[config.mk]
export PLATFORM = sky130hd
export DESIGN_NAME = adc_averager
export DESIGN_NICKNAME = d
export VERILOG_FILES = /design/src/rtl/adc_averager.sv
export SDC_FILE = /design/constraint.sdc
export NUM_CORES = 1
export LEC_CHECK = 0
export CORE_ASPECT_RATIO = 1.5
export CORE_MARGIN = 2
export CORE_UTILIZATION = 56
export DETAILED_ROUTE_END_ITERATION = 8
export PLACE_DENSITY = 0.8
export SETUP_SLACK_MARGIN = 0.1
export SLEW_MARGIN = 15
export SYNTH_ARGS = -nofsm -noshare
export SYNTH_HDL_FRONTEND = slang
export SYNTH_SLANG_ARGS = --single-unit
[constraint.sdc]
create_clock -name clk -period 2.3 [get_ports clk]
set_input_delay 0.23 -clock clk [delete_from_list [all_inputs] [get_ports clk]]
set_output_delay 0.23 -clock clk [all_outputs]
set_load 0.05 [all_outputs]
[src/rtl/adc_averager.sv]
`timescale 1ns/1ps
`default_nettype none
// ============================================================================
// Module      : adc_averager
// Description : Periodically requests a sample from an external ADC stage,
//               accumulates 2^AVG_LOG2 samples and publishes their truncated
//               mean, together with an over-limit flag and a sticky request
//               timeout flag.
// Ports       : clk           - system clock, rising edge
//               reset         - asynchronous active-low reset
//               enable        - 1 = run periodic sampling
//               adc_value     - 12-bit sample, stable while adc_read_done is high
//               adc_read_done - ADC completion flag (asynchronous to clk)
//               limit         - 12-bit over-limit threshold
//               adc_read      - read request level to the ADC stage
//               avg_value     - latest average
//               avg_valid     - one-cycle pulse per new avg_value
//               over_limit    - 1 when latest avg_value > limit
//               timeout       - sticky request timeout flag
// Revision    : 1.0 - initial release
// ============================================================================
module adc_averager #(
  parameter int SAMPLE_PERIOD  = 480,
  parameter int AVG_LOG2       = 3,
  parameter int TIMEOUT_CYCLES = 256
) (
  input  logic        clk,
  input  logic        reset,
  input  logic        enable,
  input  logic [11:0] adc_value,
  input  logic        adc_read_done,
  input  logic [11:0] limit,
  output logic        adc_read,
  output logic [11:0] avg_value,
  output logic        avg_valid,
  output logic        over_limit,
  output logic        timeout
);

  localparam int ACC_W  = 12 + AVG_LOG2;
  localparam int CNT_W  = AVG_LOG2 + 1;
  localparam int PCNT_W = (SAMPLE_PERIOD > 1) ? $clog2(SAMPLE_PERIOD) : 1;
  localparam int TCNT_W = (TIMEOUT_CYCLES > 1) ? $clog2(TIMEOUT_CYCLES) : 1;

  localparam logic [PCNT_W-1:0] PERIOD_LAST  = PCNT_W'(SAMPLE_PERIOD - 1);
  localparam logic [TCNT_W-1:0] TIMEOUT_LAST = TCNT_W'(TIMEOUT_CYCLES - 1);
  localparam logic [CNT_W-1:0]  CNT_FULL     = CNT_W'(1 << AVG_LOG2);

  typedef enum logic [1:0] {
    ST_IDLE    = 2'd0,
    ST_REQUEST = 2'd1,
    ST_ACCUM   = 2'd2,
    ST_OUTPUT  = 2'd3
  } state_t;

  state_t              state_q,      state_d;
  logic                sync1_q,      sync2_q,      sync3_q;
  logic [PCNT_W-1:0]   pcnt_q,       pcnt_d;
  logic [TCNT_W-1:0]   tcnt_q,       tcnt_d;
  logic [ACC_W-1:0]    acc_q,        acc_d;
  logic [CNT_W-1:0]    cnt_q,        cnt_d;
  logic [11:0]         sample_q,     sample_d;
  logic [11:0]         avg_value_q,  avg_value_d;
  logic                avg_valid_q,  avg_valid_d;
  logic                over_limit_q, over_limit_d;
  logic                timeout_q,    timeout_d;

  logic                done_edge;
  logic                tick;
  logic [ACC_W-1:0]    acc_sum;
  logic [CNT_W-1:0]    cnt_inc;
  logic [11:0]         acc_mean;

  // Two-flop synchronizer; the third flop only exists to detect the rising
  // edge of the already-synchronized flag.
  always_ff @(posedge clk or negedge reset) begin
    if (!reset) begin
      sync1_q <= 1'b0;
      sync2_q <= 1'b0;
      sync3_q <= 1'b0;
    end else begin
      sync1_q <= adc_read_done;
      sync2_q <= sync1_q;
      sync3_q <= sync2_q;
    end
  end

  always_comb begin
    done_edge = sync2_q & ~sync3_q;
    tick      = enable && (pcnt_q == PERIOD_LAST);
    acc_sum   = acc_q + ACC_W'(sample_q);
    cnt_inc   = cnt_q + CNT_W'(1);
    // Truncating divide by 2^AVG_LOG2; the accumulator is sized so the
    // quotient always fits in 12 bits.
    acc_mean  = acc_q[ACC_W-1:AVG_LOG2];
  end

  always_comb begin
    state_d      = state_q;
    tcnt_d       = tcnt_q;
    acc_d        = acc_q;
    cnt_d        = cnt_q;
    sample_d     = sample_q;
    avg_value_d  = avg_value_q;
    avg_valid_d  = 1'b0;
    over_limit_d = over_limit_q;
    timeout_d    = timeout_q;

    // Period counter restarts from zero whenever sampling is disabled, so the
    // first tick after enabling lands a full period later.
    if (!enable) begin
      pcnt_d = '0;
    end else if (pcnt_q == PERIOD_LAST) begin
      pcnt_d = '0;
    end else begin
      pcnt_d = pcnt_q + PCNT_W'(1);
    end

    case (state_q)
      ST_IDLE: begin
        // A tick while the ADC still shows done high is skipped: the stage
        // has not returned to idle, so a new request would be ambiguous.
        if (tick && !sync2_q) begin
          state_d = ST_REQUEST;
          tcnt_d  = '0;
        end
      end

      ST_REQUEST: begin
        // done_edge is checked first so it wins over a coincident expiry.
        // adc_value is safe to sample here: it is held stable while the
        // ADC's done flag is high, which covers the synchronizer delay.
        if (done_edge) begin
          sample_d = adc_value;
          state_d  = ST_ACCUM;
        end else if (tcnt_q == TIMEOUT_LAST) begin
          timeout_d = 1'b1;
          state_d   = ST_IDLE;
        end else begin
          tcnt_d = tcnt_q + TCNT_W'(1);
        end
      end

      ST_ACCUM: begin
        acc_d = acc_sum;
        cnt_d = cnt_inc;
        if (cnt_inc == CNT_FULL) begin
          state_d = ST_OUTPUT;
        end else begin
          state_d = ST_IDLE;
        end
      end

      ST_OUTPUT: begin
        avg_value_d  = acc_mean;
        avg_valid_d  = 1'b1;
        over_limit_d = (acc_mean > limit);
        acc_d        = '0;
        cnt_d        = '0;
        state_d      = ST_IDLE;
      end

      default: begin
        state_d = ST_IDLE;
      end
    endcase
  end

  always_ff @(posedge clk or negedge reset) begin
    if (!reset) begin
      state_q      <= ST_IDLE;
      pcnt_q       <= '0;
      tcnt_q       <= '0;
      acc_q        <= '0;
      cnt_q        <= '0;
      sample_q     <= '0;
      avg_value_q  <= '0;
      avg_valid_q  <= 1'b0;
      over_limit_q <= 1'b0;
      timeout_q    <= 1'b0;
    end else begin
      state_q      <= state_d;
      pcnt_q       <= pcnt_d;
      tcnt_q       <= tcnt_d;
      acc_q        <= acc_d;
      cnt_q        <= cnt_d;
      sample_q     <= sample_d;
      avg_value_q  <= avg_value_d;
      avg_valid_q  <= avg_valid_d;
      over_limit_q <= over_limit_d;
      timeout_q    <= timeout_d;
    end
  end

  // Decoded straight from the state register so an asynchronous reset drops
  // the request immediately rather than at the next clock.
  assign adc_read   = (state_q == ST_REQUEST);
  assign avg_value  = avg_value_q;
  assign avg_valid  = avg_valid_q;
  assign over_limit = over_limit_q;
  assign timeout    = timeout_q;

endmodule
`default_nettype wire

==> flow_metrics.tcl, run 1 <==
set metrics [dict create \
    status "completed" \
    finalSetupViolCount 0 \
    crit_buf_inv 1 \
    ctsHtreeMaxLevel 3 \
    cts_buffers 9 \
    antenna_found_initial 0 \
    fin_crit_ns 2.13 \
    diodes 0 \
    drt_iter0_markers 124 \
    hold_path.class "primary input to flop" \
    critical_path.top_delay_family "simple AND/OR/NAND/NOR gates" \
    cp_max_fo 4 \
    yosys_warnings 0 \
    boundaryPins 44 \
    rsz0062_at_grt "no" \
    final_core_util_pct 70.2 \
    overflow 0 \
    cts-root-buf "clkbuf_8" \
    pwr-share-clk_pct 43.7 \
    chipWidth_um 70.6 \
    endpoint_kind "flop" \
    grt_pass1_vias 2963 \
    hold_viol 0 \
    fmax_mhz 469 \
    ant_nets 0 \
    synth.area.top_cells "dfrtp_1 46%, ha_1 9.4%, mux2_2 6.7%" \
    timing.final.crit_share_pct 92.7 \
    synth_nets 400 \
    seq_power_share_pct 51.5 \
    ys_top_cells_by_count "68 x dfrtp_1, 28 x ha_1, 23 x nand2_1, 22 x mux2_2, 21 x nor2_1" \
    avgViaCountPerCell 5.94 \
    drcViolationCount 0 \
    die_h_um 104 \
    drv_cap 0 \
    drv_slew 0 \
    cts_tree "yes" \
    critPathMaxStageDelay_ns 0.50 \
    worstPathArrival_ns 2.41 \
    p_switching_uw 501 \
    ys_ff_latch 68 \
    ir_worst_vdd_mv 0.422 \
    leakage_uw 0.00223 \
    path_cells "ha_1 -> a211oi_1 -> buf_4 -> o211ai_1 -> nand2_1 -> or4_1 -> nand3_1" \
    crit_path_top_delay_cell "or4_1" \
    tns_ns 0 \
    path_clk_slew_ns 0.07 \
    r2r_slack_ns 0.17 \
    initial_core_util_pct 57.4 \
    synth_edf_count 0 \
    grt_pass1_wl_um 13300 \
    drt_pass1_iterations 4 \
    p_int_uw 1870 \
    dieArea_um2 7330 \
    cts.sinks 68 \
    syn_area_um2 3720 \
    criticalPathCategory "flop to flop" \
    area_delta_synth_final_pct 22.2 \
    switching_share_pct 21.2 \
    port_buffers 43 \
    wl_per_cell_um 16.4 \
    syn_inst 343 \
    nNetsFinal 460 \
    postCtsSetupBuffers 0 \
    synth_most_common_cell "dfrtp_1" \
    worstPathRequired_ns 2.58 \
    ys.flop_type "dfrtp_1" \
    synth.largest_area_cell "dfrtp_1" \
    worst_pin_slew_ns 0.498 \
    pwr_density_cell_nw_per_um2 520 \
    relSlewSlack_pct 66.7 \
    totalWireLength_um 7900 \
    num_rows 36 \
    synth_top_area_share_pct 45.7 \
    synth_cell_types 61 \
    worstSkewPairLatency_ns 0.35 \
    dp_hpwl_um 5800 \
    comb_power_share_pct 4.8 \
    grt_max_degree 69 \
    vias 2867 \
    core-area_um2 6490 \
    clockBufferDepth 2 \
    async_flop_share_pct 100 \
    globalRouteTotalUtil_pct 22.9 \
    place.gp.congestion 0.809 \
    cp-start-kind "flop" \
    drive_gt1_share_pct 16.7 \
    syn_area_per_cell_um2 10.9 \
    ys_seq_area_share_pct 45.7 \
    skew_ns 0.00957 \
]
[timing repair]
action	4_1_cts	5_1_grt
endpoints found under the hold margin	68	0
gates resized for setup	0	4
hold buffers	1	0
setup endpoints to repair	0	5
[layout by cell type, fill, tap and decap left out, drive strengths merged, types with 4 or more instances in the layout]
cell type | netlist | layout
ha | 28 | 28
xor2 | 9 | 9
or2 | 4 | 4
mux2 | 22 | 22
nand4 | 9 | 9
a21o | 10 | 10
a21oi | 13 | 13
dfrtp | 68 | 68
inv | 20 | 20
nand2 | 23 | 23
and2 | 4 | 4
nand3 | 13 | 13
a22o | 5 | 5
nor2 | 21 | 21
clkinv | 2 | 6
clkbuf | 5 | 9
nor2b | 5 | 5
a211oi | 5 | 5
xnor2 | 8 | 8
o211ai | 4 | 4
buf | 3 | 15
o21ai | 9 | 9
clkdlybuf4s50 | 0 | 41
[power by group through the flow]
stage | Clock [µW] | Combinational [µW] | Sequential, µW
after floorplan | 0 | 31.8 | 1240
after detailed placement | 0 | 116 | 1240
final | 1030 | 114 | 1220
after global routing | 1100 | 129 | 1220
after global placement | 0 | 112 | 1240
after CTS | 1060 | 118 | 1220
[layout make-up]
class                   instances  area [µm²]
fillers                       484        1930
repair buffers                 57         543
flip-flops and latches         68        1700
multi-input cells             245        1930
clock inverters                 6        80.1
clock buffers                   9         124
inverters                      22        82.6
well taps                      76        95.1
[worst paths after layout]
| path | startpoint | endpoint | cells past startpoint |
|---|---|---|---|
| worst min-delay path | adc_read_done | sync1_q$_DFF_PN0_ | 1 |
| min in group asynchronous | reset | avg_value[11]$_DFFE_PN0P_ | 3 |
| max in group asynchronous | reset | sample_q[2]$_DFFE_PN0P_ | 3 |
| worst min register to register | sync1_q$_DFF_PN0_ | sync2_q$_DFF_PN0_ | 0 |
| worst max-delay path | acc_q[1]$_DFFE_PN0P_ | acc_q[11]$_DFFE_PN0P_ | 7 |
| worst max register to register | acc_q[1]$_DFFE_PN0P_ | acc_q[11]$_DFFE_PN0P_ | 7 |
[routing by layer]
metal | track usage, % | vias up | part of all wire (%)
met1 | 25.8 | 1393 | 41
li1 | - | 1371 | -
met4 | 12.8 | 0 | 3.6
met2 | 39.5 | 78 | 51
met3 | 4.75 | 25 | 4.5
met5 | 0 | - | 0
[metrics by stage]
stage               std cells  setup WS [ns]  instance area, µm²  hold slack [ns]  power, µW
global placement          467          0.206                4310            0.280       1350
global route              483          0.106                4550            0.323       2450
detailed placement        467          0.156                4310            0.278       1360
floorplan                 343          0.285                3720          -0.0656       1270
CTS                       483          0.129                4530            0.315       2400
finish                    483          0.168                4550            0.328       2370
[flip-flops by register name, indices dropped and copies added, names as in the netlist]
| register | count |
|---|---|
| cnt_q | 4 |
| sync1_q | 1 |
| acc_q | 15 |
| over_limit | 1 |
| sync2_q | 1 |
| tcnt_q | 8 |
| timeout | 1 |
| pcnt_q | 9 |
| avg_value | 12 |
| sample_q | 12 |
| state_q | 2 |
| avg_valid | 1 |
| sync3_q | 1 |
[cell families (layout without fill, tap and decap cells)]
| kind of cell | after synthesis | count (layout) | share of synthesized area, % |
|---|---|---|---|
| XOR/XNOR | 17 | 17 | 4.00 |
| AND/OR/NAND/NOR | 101 | 101 | 14.7 |
| AO/OA/AOI/OAI | 74 | 74 | 15.2 |
| multiplexers | 24 | 24 | 7.19 |
| buffers and inverters | 30 | 94 | 3.29 |
| flip-flops | 68 | 68 | 45.7 |
| adder cells (fa/ha/maj) | 29 | 29 | 9.95 |
Note: power is estimated with default switching activity, not from simulation.
==> inputs of run 2 (changes only) <==
--- a/config.mk
+++ b/config.mk
@@ -9,7 +9,7 @@
 export CORE_MARGIN = 2
 export CORE_UTILIZATION = 56
 export DETAILED_ROUTE_END_ITERATION = 8
-export PLACE_DENSITY = 0.8
+export PLACE_DENSITY_LB_ADDON = 0.08
 export SETUP_SLACK_MARGIN = 0.1
 export SLEW_MARGIN = 15
 export SYNTH_ARGS = -nofsm -noshare
==> run 2 against run 1 <==
Compared with the run above:
- sequential share of layout area increased by 0.34 points
- critical path depth fell by 1
- wire length grew 1.8%
- total power down 6.8%
- sequential power is essentially flat
- largest power group unchanged
==> flow_metrics.tcl, run 2 (same netlist as run 1, synthesis figures left out) <==
set metrics [dict create \
    fin_crit_ns 2.14 \
    cp.depth 6 \
    antenna_found_initial 0 \
    clockBufferDepth 2 \
    boundaryPins 44 \
    totalWireLength_um 8040 \
    critPathMaxStageDelay_ns 0.47 \
    dp_hpwl_um 5960 \
    grt_pass1_wl_um 13100 \
    hold_end "sync1_q$_DFF_PN0_" \
    globalRouteTotalUtil_pct 23.3 \
    drv_cap 0 \
    finalSetupViolCount 0 \
    timing.final.crit_share_pct 92.9 \
    drcViolationCount 0 \
    largest_register_ffs 15 \
    final_common_cell "dfrtp_1" \
    cts.sinks 68 \
    cp_max_fo 4 \
    ir_worst_vdd_mv 0.438 \
    port_buffers 43 \
    worstPathRequired_ns 2.57 \
    drt_pass1_iterations 4 \
    mostFrequentLayoutCells "68 x dfrtp_1, 41 x clkdlybuf4s50_1, 26 x ha_1" \
    status "completed" \
    core-area_um2 6490 \
    num_rows 36 \
    postCtsSetupBuffers 0 \
    wl_per_cell_um 16.6 \
    drt_iter0_markers 128 \
    reg2reg_depth 6 \
    drive_gt1_share_pct 16.2 \
    r2r-start "acc_q[5]$_DFFE_PN0P_" \
    worst_r2r_endpoint "acc_q[14]$_DFFE_PN0P_" \
    hold_depth 1 \
    diodes 0 \
    die_h_um 104 \
    area_delta_synth_final_pct 21.1 \
    initial_core_util_pct 57.4 \
    hp-start "adc_read_done" \
    cts_buffers 9 \
    criticalPathCategory "flop to flop" \
    place.gp.congestion 0.842 \
    path_clk_slew_ns 0.07 \
    cp-start-kind "flop" \
    critical_path.top_delay_family "compound AO/OA/AOI/OAI gates" \
    chipWidth_um 70.6 \
    path_cells "ha_4 -> and2_1 -> nand3_1 -> a2111o_1 -> a31oi_1 -> mux2i_1" \
    skew_ns 0.00862 \
    fmax_mhz 468 \
    hold_path.class "primary input to flop" \
    ctsHtreeMaxLevel 3 \
    hold_viol 0 \
    vias 2789 \
    worstSkewPairLatency_ns 0.36 \
    endpoint_kind "flop" \
    worstPathArrival_ns 2.41 \
    avgViaCountPerCell 5.77 \
    tns_ns 0 \
    overflow 0 \
    rsz0062_at_grt "yes" \
    critPathLaunch "acc_q[5]$_DFFE_PN0P_" \
    leakage_uw 0.00220 \
    grt_pass1_vias 2794 \
    drv_slew 0 \
    dp.cells 467 \
    dieArea_um2 7330 \
    grt_max_degree 37 \
    final_core_util_pct 69.5 \
    cts-root-buf "clkbuf_8" \
    pwr_density_cell_nw_per_um2 489 \
    crit_buf_inv 0 \
    fill_cells 543 \
    crit_path_top_delay_cell "a2111o_1" \
    relSlewSlack_pct 44.1 \
    top_register "acc_q" \
    worst_pin_slew_ns 0.838 \
    fin_cells 483 \
    cts_tree "yes" \
    r2r_slack_ns 0.16 \
    nNetsFinal 460 \
    ant_nets 0 \
]
==> run 2: worst max-delay path by stage <==
stage	endpoint	slack [ns]
detailed placement	acc_q[12]$_DFFE_PN0P_	0.15
global route	acc_q[14]$_DFFE_PN0P_	0.06
floorplan	acc_q[8]$_DFFE_PN0P_	0.29
global placement	acc_q[8]$_DFFE_PN0P_	0.19
CTS	acc_q[12]$_DFFE_PN0P_	0.13
finish	acc_q[14]$_DFFE_PN0P_	0.16
==> run 2: power breakdown <==
part	internal [µW]	switching [µW]
clock network	441	433
registers	1210	11.7
logic	61.0	51.4
==> run 2: area by class of cell <==
class | instances | area, µm² | share of cell area [%]
Multi-Input combinational cell | 245 | 1930 | 42.8
Timing Repair Buffer | 57 | 531 | 11.8
Clock inverter | 2 | 10.0 | 0.222
Sequential cell | 68 | 1700 | 37.7
Tap cell | 76 | 95.1 | 2.11
Inverter | 22 | 82.6 | 1.83
Clock buffer | 13 | 159 | 3.52
==> run 2: worst reg2reg max path: cells and delay by family (launching register included) <==
kind | cells | cell delay (ns)
adder cells (fa/ha/maj) | 1 | 0.32
multiplexers | 1 | 0.23
AO/OA/AOI/OAI | 2 | 0.74
AND/OR/NAND/NOR | 2 | 0.30
flip-flops | 1 | 0.46
==> run 2: per-stage QoR <==
| step | total power (µW) | hold slack, ns | instance area [µm²] | setup slack (ns) |
|---|---|---|---|---|
| floorplan | 1270 | -0.0656 | 3720 | 0.285 |
| global placement | 1350 | 0.334 | 4300 | 0.195 |
| detailed placement | 1360 | 0.340 | 4300 | 0.149 |
| CTS | 2230 | 0.303 | 4480 | 0.125 |
| global route | 2310 | 0.300 | 4510 | 0.0641 |
| finish | 2210 | 0.315 | 4510 | 0.164 |
==> run 2: repair_timing <==
| action | in CTS | in global routing |
|---|---|---|
| setup endpoints to repair | 0 | 5 |
| hold endpoints to repair | 17 | 0 |
| gates resized for setup | 0 | 4 |
| hold buffers | 1 | 0 |
==> run 2: layer usage <==
metal	GRT usage, %	vias to the layer above	wire length (µm)
li1	-	1375	-
met1	26.1	1328	3280
met2	40.6	64	4220
met3	5.04	22	248
met4	12.7	0	286
met5	0	-	0
